<file path="config.mk">
export PLATFORM = sky130hd
export DESIGN_NAME = mult_hilo_unit
export DESIGN_NICKNAME = d
export VERILOG_FILES = /design/src/rtl/mult_hilo_unit_pkg.sv /design/src/rtl/mult_hilo_unit.sv
export SDC_FILE = /design/constraint.sdc
export NUM_CORES = 1
export LEC_CHECK = 0
export CORE_ASPECT_RATIO = 1.2
export CORE_MARGIN = 2
export CORE_UTILIZATION = 50
export DETAILED_ROUTE_END_ITERATION = 10
export GPL_TIMING_DRIVEN = 0
export PLACE_DENSITY_LB_ADDON = 0.25
export SYNTH_ARGS = -nofsm -noshare
export SYNTH_HDL_FRONTEND = slang
export SYNTH_SLANG_ARGS = --single-unit
export TNS_END_PERCENT = 100
</file>
<file path="constraint.sdc">
create_clock -name clk -period 5.4 [get_ports clk]
set_input_delay 1.08 -clock clk [delete_from_list [all_inputs] [get_ports clk]]
set_output_delay 1.08 -clock clk [all_outputs]
set_load 0.005 [all_outputs]
</file>
<file path="src/rtl/mult_hilo_unit_pkg.sv">
// Shared definitions for the HI/LO shift-add multiplier.
package mult_hilo_unit_pkg;

  localparam int unsigned DEFAULT_WIDTH = 32;

  typedef enum logic [1:0] {
    ST_IDLE = 2'd0,
    ST_CALC = 2'd1,
    ST_FIX  = 2'd2
  } state_e;

  // Iteration counter width; at least one bit so a 1-bit datapath still elaborates.
  function automatic int unsigned cnt_width(input int unsigned w);
    return (w > 1) ? $clog2(w) : 1;
  endfunction

endpackage

</file>
<file path="src/rtl/mult_hilo_unit.sv">
// Iterative shift-add multiplier with HI/LO result registers (MULT/MULTU).
// Operands are reduced to magnitudes at start, multiplied unsigned over WIDTH
// cycles, then sign-corrected once in FIX before landing in HI/LO.
module mult_hilo_unit
  import mult_hilo_unit_pkg::*;
#(
  parameter int unsigned WIDTH = DEFAULT_WIDTH
) (
  input  logic             clk,
  input  logic             rst_n,
  input  logic             start_mult,
  input  logic             mult_sign,
  input  logic [WIDTH-1:0] op_a,
  input  logic [WIDTH-1:0] op_b,
  output logic             busy,
  output logic             done,
  output logic [WIDTH-1:0] hi,
  output logic [WIDTH-1:0] lo
);

  localparam int unsigned CNT_W = cnt_width(WIDTH);

  state_e               state_q, state_d;
  logic [CNT_W-1:0]     cnt_q, cnt_d;
  logic [2*WIDTH-1:0]   acc_q, acc_d;
  logic [2*WIDTH-1:0]   mcand_q, mcand_d;
  logic [WIDTH-1:0]     mplier_q, mplier_d;
  logic                 neg_q, neg_d;
  logic                 busy_q, busy_d;
  logic                 done_q, done_d;
  logic [WIDTH-1:0]     hi_q, hi_d;
  logic [WIDTH-1:0]     lo_q, lo_d;

  logic [WIDTH-1:0]     mag_a, mag_b;
  logic [2*WIDTH-1:0]   result;

  // Operand magnitudes; the most negative value maps to 2^(WIDTH-1) unsigned.
  always_comb begin
    mag_a = (mult_sign && op_a[WIDTH-1]) ? (~op_a + 1'b1) : op_a;
    mag_b = (mult_sign && op_b[WIDTH-1]) ? (~op_b + 1'b1) : op_b;
  end

  // Sign fix-up of the unsigned accumulator.
  always_comb begin
    result = neg_q ? (~acc_q + 1'b1) : acc_q;
  end

  // Next-state, datapath and registered-output logic.
  always_comb begin
    state_d  = state_q;
    cnt_d    = cnt_q;
    acc_d    = acc_q;
    mcand_d  = mcand_q;
    mplier_d = mplier_q;
    neg_d    = neg_q;
    hi_d     = hi_q;
    lo_d     = lo_q;
    done_d   = 1'b0;

    unique case (state_q)
      ST_IDLE: begin
        if (start_mult) begin
          mcand_d  = {{WIDTH{1'b0}}, mag_a};
          mplier_d = mag_b;
          neg_d    = mult_sign & (op_a[WIDTH-1] ^ op_b[WIDTH-1]);
          acc_d    = '0;
          cnt_d    = '0;
          state_d  = ST_CALC;
        end
      end
      ST_CALC: begin
        if (mplier_q[0]) begin
          acc_d = acc_q + mcand_q;
        end
        mcand_d  = mcand_q << 1;
        mplier_d = mplier_q >> 1;
        cnt_d    = cnt_q + 1'b1;
        if (cnt_q == CNT_W'(WIDTH - 1)) begin
          state_d = ST_FIX;
        end
      end
      ST_FIX: begin
        hi_d    = result[2*WIDTH-1:WIDTH];
        lo_d    = result[WIDTH-1:0];
        done_d  = 1'b1;
        state_d = ST_IDLE;
      end
      default: begin
        state_d = ST_IDLE;
      end
    endcase

    busy_d = (state_d != ST_IDLE);
  end

  // State and datapath registers; reset discards any in-flight multiply.
  always_ff @(posedge clk or negedge rst_n) begin
    if (!rst_n) begin
      state_q  <= ST_IDLE;
      cnt_q    <= '0;
      acc_q    <= '0;
      mcand_q  <= '0;
      mplier_q <= '0;
      neg_q    <= 1'b0;
      busy_q   <= 1'b0;
      done_q   <= 1'b0;
      hi_q     <= '0;
      lo_q     <= '0;
    end else begin
      state_q  <= state_d;
      cnt_q    <= cnt_d;
      acc_q    <= acc_d;
      mcand_q  <= mcand_d;
      mplier_q <= mplier_d;
      neg_q    <= neg_d;
      busy_q   <= busy_d;
      done_q   <= done_d;
      hi_q     <= hi_d;
      lo_q     <= lo_d;
    end
  end

  assign busy = busy_q;
  assign done = done_q;
  assign hi   = hi_q;
  assign lo   = lo_q;

endmodule

</file>
# Word-level counts from Yosys, hierarchy flattened
# Cells that the tools add are included.
[op_classes]
n_bitwise = 5
n_addsub = 5
eq_ne = 5
reduce_logical = 8
mux = 16
[op_table]
columns = ["operator", "n"]
rows = [
  ["2-to-1 mux 64 bit", 4],
  ["one-hot mux 64 bit (2 select lines)", 2],
  ["2-to-1 mux 32 bit", 3],
  ["adder 32 x 1 -> 32 bit, second input constant", 2],
  ["adder 64 x 1 -> 64 bit, second input constant", 1],
  ["adder 64 bit", 1],
  ["NOT 32 bit", 2],
  ["NOT 64 bit", 1],
  ["one-hot mux 32 bit (2 select lines)", 1],
  ["one-hot mux 5 bit (2 select lines)", 1],
  ["adder 5 x 1 -> 5 bit, second input constant", 1],
  ["equality test 5 bit, second input constant", 1],
  ["2-to-1 mux 5 bit", 1],
  ["2-to-1 mux 2 bit", 2],
  ["!= test 2 bit, second input constant", 2],
  ["one-hot mux 2 bit (2 select lines)", 1],
  ["AND reduction 2 bit", 2],
  ["nonzero test 2 bit", 2],
  ["AND reduction 3 bit", 1],
  ["equality test 2 x 1 -> 1 bit, second input constant", 1],
  ["equality test 2 bit, second input constant", 1],
  ["logical AND 1 bit", 2],
  ["zero test 2 bit", 1],
  ["bitwise AND 1 bit", 1],
  ["2 further kinds", 2],
]
[word_totals]
register_bits = 234
out_inout_bits = 66
wordCells = 49
input_bits = 68

# Logic depth before layout (Yosys ltp)
# Gate-level depths: netlist (run 1).
[depth]
ltp_word = 5
depth_mapped = 13
mapped_depth_nobuf = 13

# Worst setup path after synthesis (run 1)
# Ideal clock, no wire load.
[synth_timing]
kind = "flip-flop to flip-flop"
startpoint = "reg acc_q[16]"
endpoint = "reg hi_q[29] (netlist: hi[29])"
period_less_slack_ps = 3600
path_buffers = 1
setup_ps = 131
path_stages_with_launch = 12
t_required_ps = 5269
arrival_time_ps = 3469
path_slack_ps = 1800
path_cell_list = "dfrtp_1 -> or4_1 -> or3_4 -> or4_4 -> buf_6 -> or3_4 -> nand2b_4 -> or2_4 -> or3_4 -> o31ai_4 -> xor2_1 -> o21ai_1"
[synth_via]
elab_chain_len = 3
[synth_rtl]
columns = ["item", "line", "rtl"]
rows = [
  ["start: declaration", "mult_hilo_unit.sv:25", "logic [2*WIDTH-1:0] acc_q, acc_d;"],
  ["start signal: assignment", "mult_hilo_unit.sv:101", "acc_q <= '0;"],
  ["start signal: assignment", "mult_hilo_unit.sv:112", "acc_q <= acc_d;"],
  ["NOT 64 bit", "mult_hilo_unit.sv:45", "result = neg_q ? (~acc_q + 1'b1) : acc_q;"],
  ["adder 64 x 1 -> 64 bit", "mult_hilo_unit.sv:45", ""],
  ["2-to-1 mux 64 bit", "mult_hilo_unit.sv:45", ""],
  ["end signal: assignment", "mult_hilo_unit.sv:118", "hi_q <= hi_d;"],
  ["end: declaration", "mult_hilo_unit.sv:31", "logic [WIDTH-1:0] hi_q, hi_d;"],
]
# Every way passes these cells.
# A chain may end at the register's enable or synchronous reset.

# Worst setup path after layout (run 1)
[layout_timing]
startpoint = "reg acc_q[3]"
endpoint = "reg acc_q[59]"
[layout_via]
elab_chain_len = 3
[layout_rtl]
columns = ["item", "line", "rtl"]
rows = [
  ["adder 64 bit", "mult_hilo_unit.sv:73", "acc_d = acc_q + mcand_q;"],
  ["2-to-1 mux 64 bit", "mult_hilo_unit.sv:72", "if (mplier_q[0]) begin"],
  ["one-hot mux 64 bit (2 select lines)", "mult_hilo_unit.sv:60", "unique case (state_q)"],
]
# Every way passes these cells. The select of a mux whose other input is x is not followed.

==> results of run 1 <==
state kept, by name, indices dropped and copies added (netlist names), 2 cells and up:
signal,flops
mcand_q,64
hi,32
state_q,2
cnt_q,5
lo,32
acc_q,64
mplier_q,32
where the power goes:
| part | internal [mW] | leakage [nW] | switching (mW) |
|---|---|---|---|
| Sequential | 2.34 | 3.07 | 0.698 |
| Clock | 1.12 | 0.435 | 0.754 |
| Combinational | 1.93 | 4.14 | 3.04 |
per-layer routing:
metal	global-route usage [%]	vias to the layer above	part of all wire, %
met5	0	-	0
met4	11.44	0	4.2
met3	3.444	110	5.1
met2	48.20	401	50
met1	34.17	6564	41
li1	-	6644	-
cells by family after synthesis:
kind of cell | share of synthesized area (%)
flip-flops | 38.90
XOR/XNOR | 10.36
AND/OR/NAND/NOR | 14.97
AO/OA/AOI/OAI | 26.28
adder cells (fa/ha/maj) | 5.785
multiplexers | 0.2743
buffers and inverters | 3.441
Yosys cell counts (all sizes together), types with 8 or more instances:
cell,count,area [µm²]
o22ai,32,200.2
o31ai,39,306.5
a22o,34,297.8
o41ai,11,96.34
or4,9,71.32
a21o,52,390.4
o21ai,236,1181
nand2,233,874.6
nand4,32,200.2
a31oi,9,56.30
a21oi,130,650.6
dfrtp,234,5856
nor2,79,296.5
xor2,115,1007
clkbuf,100,375.4
inv,29,108.9
or2,8,52.56
or3,25,171.4
nand3,15,75.07
a22oi,43,322.8
nor3,29,145.1
ha,68,850.8
nand2b,14,95.09
xnor2,63,551.8
o21bai,11,82.58
through the flow:
step | std cells | utilization [%] | hold WS, ns | setup TNS (ns) | worst slack [ns]
4_1_cts | 2312 | 60.07 | 0.4832 | 0 | 0.7307
2_1_floorplan | 1744 | - | 0.4494 | 0 | 1.800
3_3_place_gp | 2266 | 56.95 | 0.4604 | -1534.55 | -6.590
5_1_grt | 2312 | 60.07 | 0.5040 | 0 | 0.4417
3_5_place_dp | 2267 | 57.06 | 0.4690 | 0 | 0.7953
6_report | 2312 | 60.07 | 0.4738 | 0 | 0.6564
layout by cell type, fill, tap and decap left out, types with 6 or more instances in the layout:
| cell | n |
|---|---|
| dfrtp_1 | 234 |
| nand2_1 | 233 |
| o21ai_0 | 233 |
| clkdlybuf4s50_1 | 131 |
| a21oi_1 | 130 |
| xor2_1 | 115 |
| clkbuf_1 | 102 |
| nor2_1 | 79 |
| ha_1 | 68 |
| xnor2_1 | 63 |
| a21o_1 | 52 |
| a22oi_1 | 43 |
| o31ai_1 | 38 |
| a22o_1 | 34 |
| nand4_1 | 32 |
| o22ai_1 | 32 |
| inv_1 | 29 |
| nor3_1 | 29 |
| clkbuf_16 | 25 |
| or3_1 | 22 |
| nand3_1 | 15 |
| nand2b_1 | 13 |
| o41ai_1 | 11 |
| o21bai_1 | 11 |
| a31oi_1 | 9 |
| or4_1 | 8 |
| a21boi_0 | 7 |
| nor3b_1 | 6 |
| or2_2 | 6 |
| a211oi_1 | 6 |
worst min path at each step:
stage	to	slack, ns	cells past startpoint
floorplan	cnt_q[3]	0.45	1
global placement	hi[11]	0.46	2
detailed placement	lo[26]	0.47	2
CTS	lo[26]	0.48	2
global route	hi[5]	0.50	2
finish	hi[5]	0.47	2
worst max-delay path, delay by kind of cell (launching register included):
family,cells,cell delay (ns)
compound gates,8,3.17
fa+ha+maj,1,0.40
flops,1,0.46
simple gates,2,0.63
layout make-up:
type	instances	area, µm²
plain buffers	106	405.4
repair buffers	133	1354
clock inverters	16	231.5
flip-flops and latches	234	5856
fillers	2643	11820
multi-input cells	1374	8681
inverters	30	112.6
well taps	390	488.0
clock buffers	29	660.6
==> impl_metrics.csv, run 1 <==
group,metric,value,unit
run_status,status,"completed",
cts,cts_tree,"built",
pwr,power_density,555.4,nW/µm²
die,die_h,194.1,µm
synthesis,synth-edff-count,0,
place,place_area,16900,µm²
place,gp_congestion,0.9355,
synthesis,synth.net_count,1881,
cts,postCtsHoldBufs,0,
routing,post_drt_via_cell_ratio,5.934,
routing,finalWirelength,43690,µm
worst_setup_path,slowest_stage,"o41ai_1",
timing,fmax,210.8,MHz
synthesis,seq_area_frac_synth,38.90,%
worst_setup_path,crit_path_end_kind,"flop",
worst_setup_path,cp_data_arrival_time,5.21,ns
timing,period_share,87.85,%
grt,antenna_found_initial,0,
die,ios,134,
cts,clk_pin_slew_worst_paths,0.07,ns
timing,finalHoldViolCount,0,
routing,ant_nets,0,
worst_setup_path,r2r_start,"acc_q[3]",
synthesis,ys_ff_latch,234,
layout,final_nets,2041,
pwr,total_power,9.879,mW
min_path,hp-start,"hi[5]",
cts,postCtsResizedCells,0,
routing,vias,13720,
cts,clock_latency,0.54,ns
worst_setup_path,r2r_end,"acc_q[59]",
die,core_area,29610,µm²
cts,cts_root_buf,"clkbuf_16",
layout,drive_gt1_share,3.278,%
worst_setup_path,crit_chain,"ha_1 -> a21o_1 -> a21oi_1 -> a21oi_1 -> a211oi_1 -> o41ai_1 -> a21oi_1 -> o31ai_1 -> a21oi_1 -> or4_1 -> nand3_1",
worst_setup_path,cp.required,5.87,ns
pwr,power_leakage,7.649,nW
timing,rsz0062_at_grt,"false",
synthesis,synth_area,15050,µm²
routing,drt-pass1-iter-count,5,
pwr,ir_drop,252.5,µV
grt,first_global_vias,13370,
die,initial_utilization,50.84,%
layout,final_area,17790,µm²
cts,htreeDepth,1,
cts,clockBufferDepth,3,
worst_setup_path,r2r_cells,11,
timing,finClkSkew,0.01852,ns
layout,antennaDiodeCount,0,
cts,cts_setup_buffers,0,
place,portBuffers,132,
worst_setup_path,r2r_setup_slack,0.66,ns
place,dp_hpwl,33480,µm
routing,wl_per_cell,18.90,µm
timing,setup_violations,0,
die,die_w,162.4,µm
routing,drt_iter0_drc,971,
routing,drc,0,
synthesis,synth_cells,1744,
die,die_area,31520,µm²
synthesis,yosys.cell_types.count,68,
worst_setup_path,path_class,"reg2reg",
worst_setup_path,cp_max_fo,6,
timing,worst_slew_margin_rel,29.23,%
worst_setup_path,crit_path_start_kind,"flop",
synthesis,synth_area_per_cell,8.632,µm²
worst_setup_path,timing.critical_path.mode_cell,"a21oi_1",
cts,cts.sinks,234,
timing,drv_slew,0,
run,drv_cap,0,
worst_setup_path,crit_end,"acc_q[59]",
grt,grt_pass1_wl,69730,µm
layout,area_delta_synth_final,18.16,%
die,rows,69,
cts,cts_buffers,25,
grt,grtUsageTotal,27.54,%
grt,grt_max_degree,119,
grt,overflow,0,
timing,worst_pin_slew,1.048,ns
min_path,hp-class,"reg2reg",
worst_setup_path,critPathMaxStageDelay,0.94,ns
worst_setup_path,cp-startpoint,"acc_q[3]",
timing,fin_crit,4.744,ns
synthesis,ys.flop_type,"dfrtp_1",
synthesis,async_flop_share,100.0,%
synthesis,synth-warning-count,0,
Note: power is estimated with default switching activity, not from simulation.
==> run 2: changes to the inputs <==
ABC_AREA = 1   (was not set)
==> run 2 against run 1 <==
  * Global-route usage increased by 6.8 points
  * Combinational power increased by 44%
  * Sequential power increased by 5%
  * Critical path depth decreased by 4
  * Via count increased by 41%
  * Die area increased by 21%
  * Clock power decreased by 6%
  * Critical path type is now in2reg
  * Largest cell class unchanged
==> impl_metrics.csv, run 2 <==
group,metric,value,unit
cts,postCtsHoldBufs,0,
timing,setup_violations,0,
layout,final_nets,3217,
cts,cts_tree,"built",
synthesis,synth_area_per_cell,6.281,µm²
layout,final_area,21100,µm²
pwr,switchingPower,6.449,mW
routing,finalWirelength,65120,µm
die,die_area,38190,µm²
timing,fmax,373.2,MHz
routing,drt-pass1-iter-count,6,
timing,fin_crit,2.679,ns
pwr,pwr-share-clk,14.5,%
pwr,comb_power_share,59.2,%
routing,ant_nets,0,
worst_setup_path,cp_data_arrival_time,3.10,ns
worst_setup_path,path_class,"in2reg",
die,initial_utilization,50.82,%
synthesis,seq_area_frac_synth,31.97,%
die,die_w,178.7,µm
worst_setup_path,worst-path-buf-inv,4,
timing,worst_slew_margin_rel,37.90,%
grt,overflow,0,
synthesis,synth_common_cells,"1,024 x nand2_1, 483 x inv_1, 274 x nor2_1, 234 x dfrtp_1, 177 x nand3_1",
timing,period_share,49.62,%
synthesis,ys.flop_type,"dfrtp_1",
timing,rsz0062_at_grt,"false",
routing,post_drt_via_cell_ratio,5.420,
synthesis,ys_ff_latch,234,
grt,grt_max_degree,97,
layout,area_delta_synth_final,15.18,%
pwr,ir_drop,283.2,µV
cts,cts_root_buf,"clkbuf_16",
cts,clockBufferDepth,3,
synthesis,synth.net_count,3053,
place,portBuffers,133,
routing,vias,19290,
worst_setup_path,cp_max_fo,10,
place,place_area,20290,µm²
pwr,power_leakage,11.15,nW
pwr,power.share.switching,53.31,%
synthesis,synthTopCellsByArea,"dfrtp_1 32%, nand2_1 21%, inv_1 9.9%",
synthesis,synth_cells,2916,
worst_setup_path,slowest_stage,"clkdlybuf4s50_1",
grt,grt_pass1_wl,100600,µm
synthesis,synth-warning-count,0,
run_status,status,"completed",
worst_setup_path,timing.critical_path.mode_cell,"inv_2",
routing,drc,0,
worst_setup_path,critPathMaxStageDelay,0.52,ns
die,core_area,36040,µm²
die,die_h,213.7,µm
synthesis,yosysMostFrequentCell,"nand2_1",
worst_setup_path,cp_top_family,"buffers and inverters",
cts,htreeDepth,1,
timing,drv_slew,0,
routing,drt_iter0_drc,1508,
place,gp_congestion,1.023,
pwr,seq_power_share,26.3,%
grt,grtUsageTotal,34.36,%
worst_setup_path,crit_chain,"clkdlybuf4s50_1 -> nand3_2 -> inv_2 -> nor2_2 -> inv_2 -> clkbuf_1 -> o22ai_1",
run,drv_cap,0,
worst_setup_path,crit_path_end_kind,"flop",
place,dp_slack,2.143,ns
synthesis,synth-edff-count,0,
layout,final_cell_mix,"1,024 x nand2_1, 483 x inv_1, 274 x nor2_1",
synthesis,yosysTopAreaCellShare,31.97,%
timing,finalHoldViolCount,0,
grt,first_global_vias,18620,
layout,drive_gt1_share,4.140,%
pwr,power_density,573.4,nW/µm²
cts,clock_latency,0.58,ns
layout,largestRegisters,"acc_q x64, mcand_q x64",
synthesis,synth_area,18320,µm²
cts,cts_setup_buffers,0,
worst_setup_path,cp-startpoint,"start_mult",
worst_setup_path,cp.required,5.82,ns
worst_setup_path,crit_path_start_kind,"input pin",
timing,finClkSkew,0.02308,ns
die,rows,76,
min_path,hp-class,"in2async",
synthesis,async_flop_share,100.0,%
layout,mostFrequentLayoutCell,"nand2_1",
cts,cts.sinks,234,
cts,cts_buffers,27,
cts,clk_pin_slew_worst_paths,0.06,ns
place,dp_hpwl,53810,µm
layout,antennaDiodeCount,0,
pwr,p_int,5.648,mW
die,ios,134,
synthesis,yosys.cell_types.count,49,
synthesis,synth_top_area_cell,"dfrtp_1",
cts,postCtsResizedCells,0,
routing,wl_per_cell,18.29,µm
timing,fin_ws,2.721,ns
grt,antenna_found_initial,0,
worst_setup_path,r2r_start,"acc_q[9]",
timing,worst_pin_slew,0.9316,ns
[run 2: layer usage]
| metal | vias to the layer above | share of wire, % | GRT usage (%) |
|---|---|---|---|
| li1 | 9545 | - | - |
| met1 | 8939 | 40 | 39.93 |
| met2 | 627 | 48 | 60.88 |
| met3 | 183 | 5.5 | 4.344 |
| met4 | 0 | 6.5 | 19.51 |
| met5 | - | 0 | 0 |
[run 2: logic make-up after synthesis]
family	share of synthesized area, %
flops	31.97
simple gates	35.97
compound gates	12.36
xor+xnor	3.299
buf+inv	11.64
fa+ha+maj	4.754
[run 2: area by class of cell]
class,instances,area (µm²)
fill,3614,14940
multi-input combinational,2123,10330
sequential,234,5856
inverter,495,1859
timing repair buffer,135,1391
clock buffer,35,755.7
tap,468,585.6
buffer,64,272.8
clock inverter,6,47.55
[run 2: worst paths after layout]
check                         endpoint  slack (ns)  cells past startpoint
max                        mcand_q[54]        2.72                      7
min                               done        0.39                      1
max reg2reg                  acc_q[27]        2.74                     12
min reg2reg                     hi[21]        0.47                      2
max in group asynchronous  mplier_q[9]        4.14                      2
min in group clk                hi[21]        0.47                      2
[run 2: power groups by stage]
| stage | combinational, mW | sequential, mW | clock [mW] |
|---|---|---|---|
| detailed placement | 7.02 | 3.19 | 0 |
| global placement | 6.90 | 3.17 | 0 |
| CTS | 7.06 | 3.16 | 1.78 |
| floorplan | 4.92 | 2.80 | 0 |
| global route | 7.96 | 3.21 | 1.85 |
| finish | 7.16 | 3.18 | 1.76 |
[run 2: metrics by stage]
stage / total power, mW / utilization (%) / instances / TNS [ns] / hold slack [ns]
2_1_floorplan: 7.716 / - / 2916 / 0 / 0.4521
5_1_grt: 13.02 / 58.54 / 3560 / 0 / 0.4118
6_report: 12.10 / 58.54 / 3560 / 0 / 0.3876
4_1_cts: 12.00 / 58.54 / 3560 / 0 / 0.3926
3_5_place_dp: 10.21 / 56.31 / 3519 / 0 / 0.4647
3_3_place_gp: 10.07 / 56.14 / 3517 / -1537.59 / 0.4636
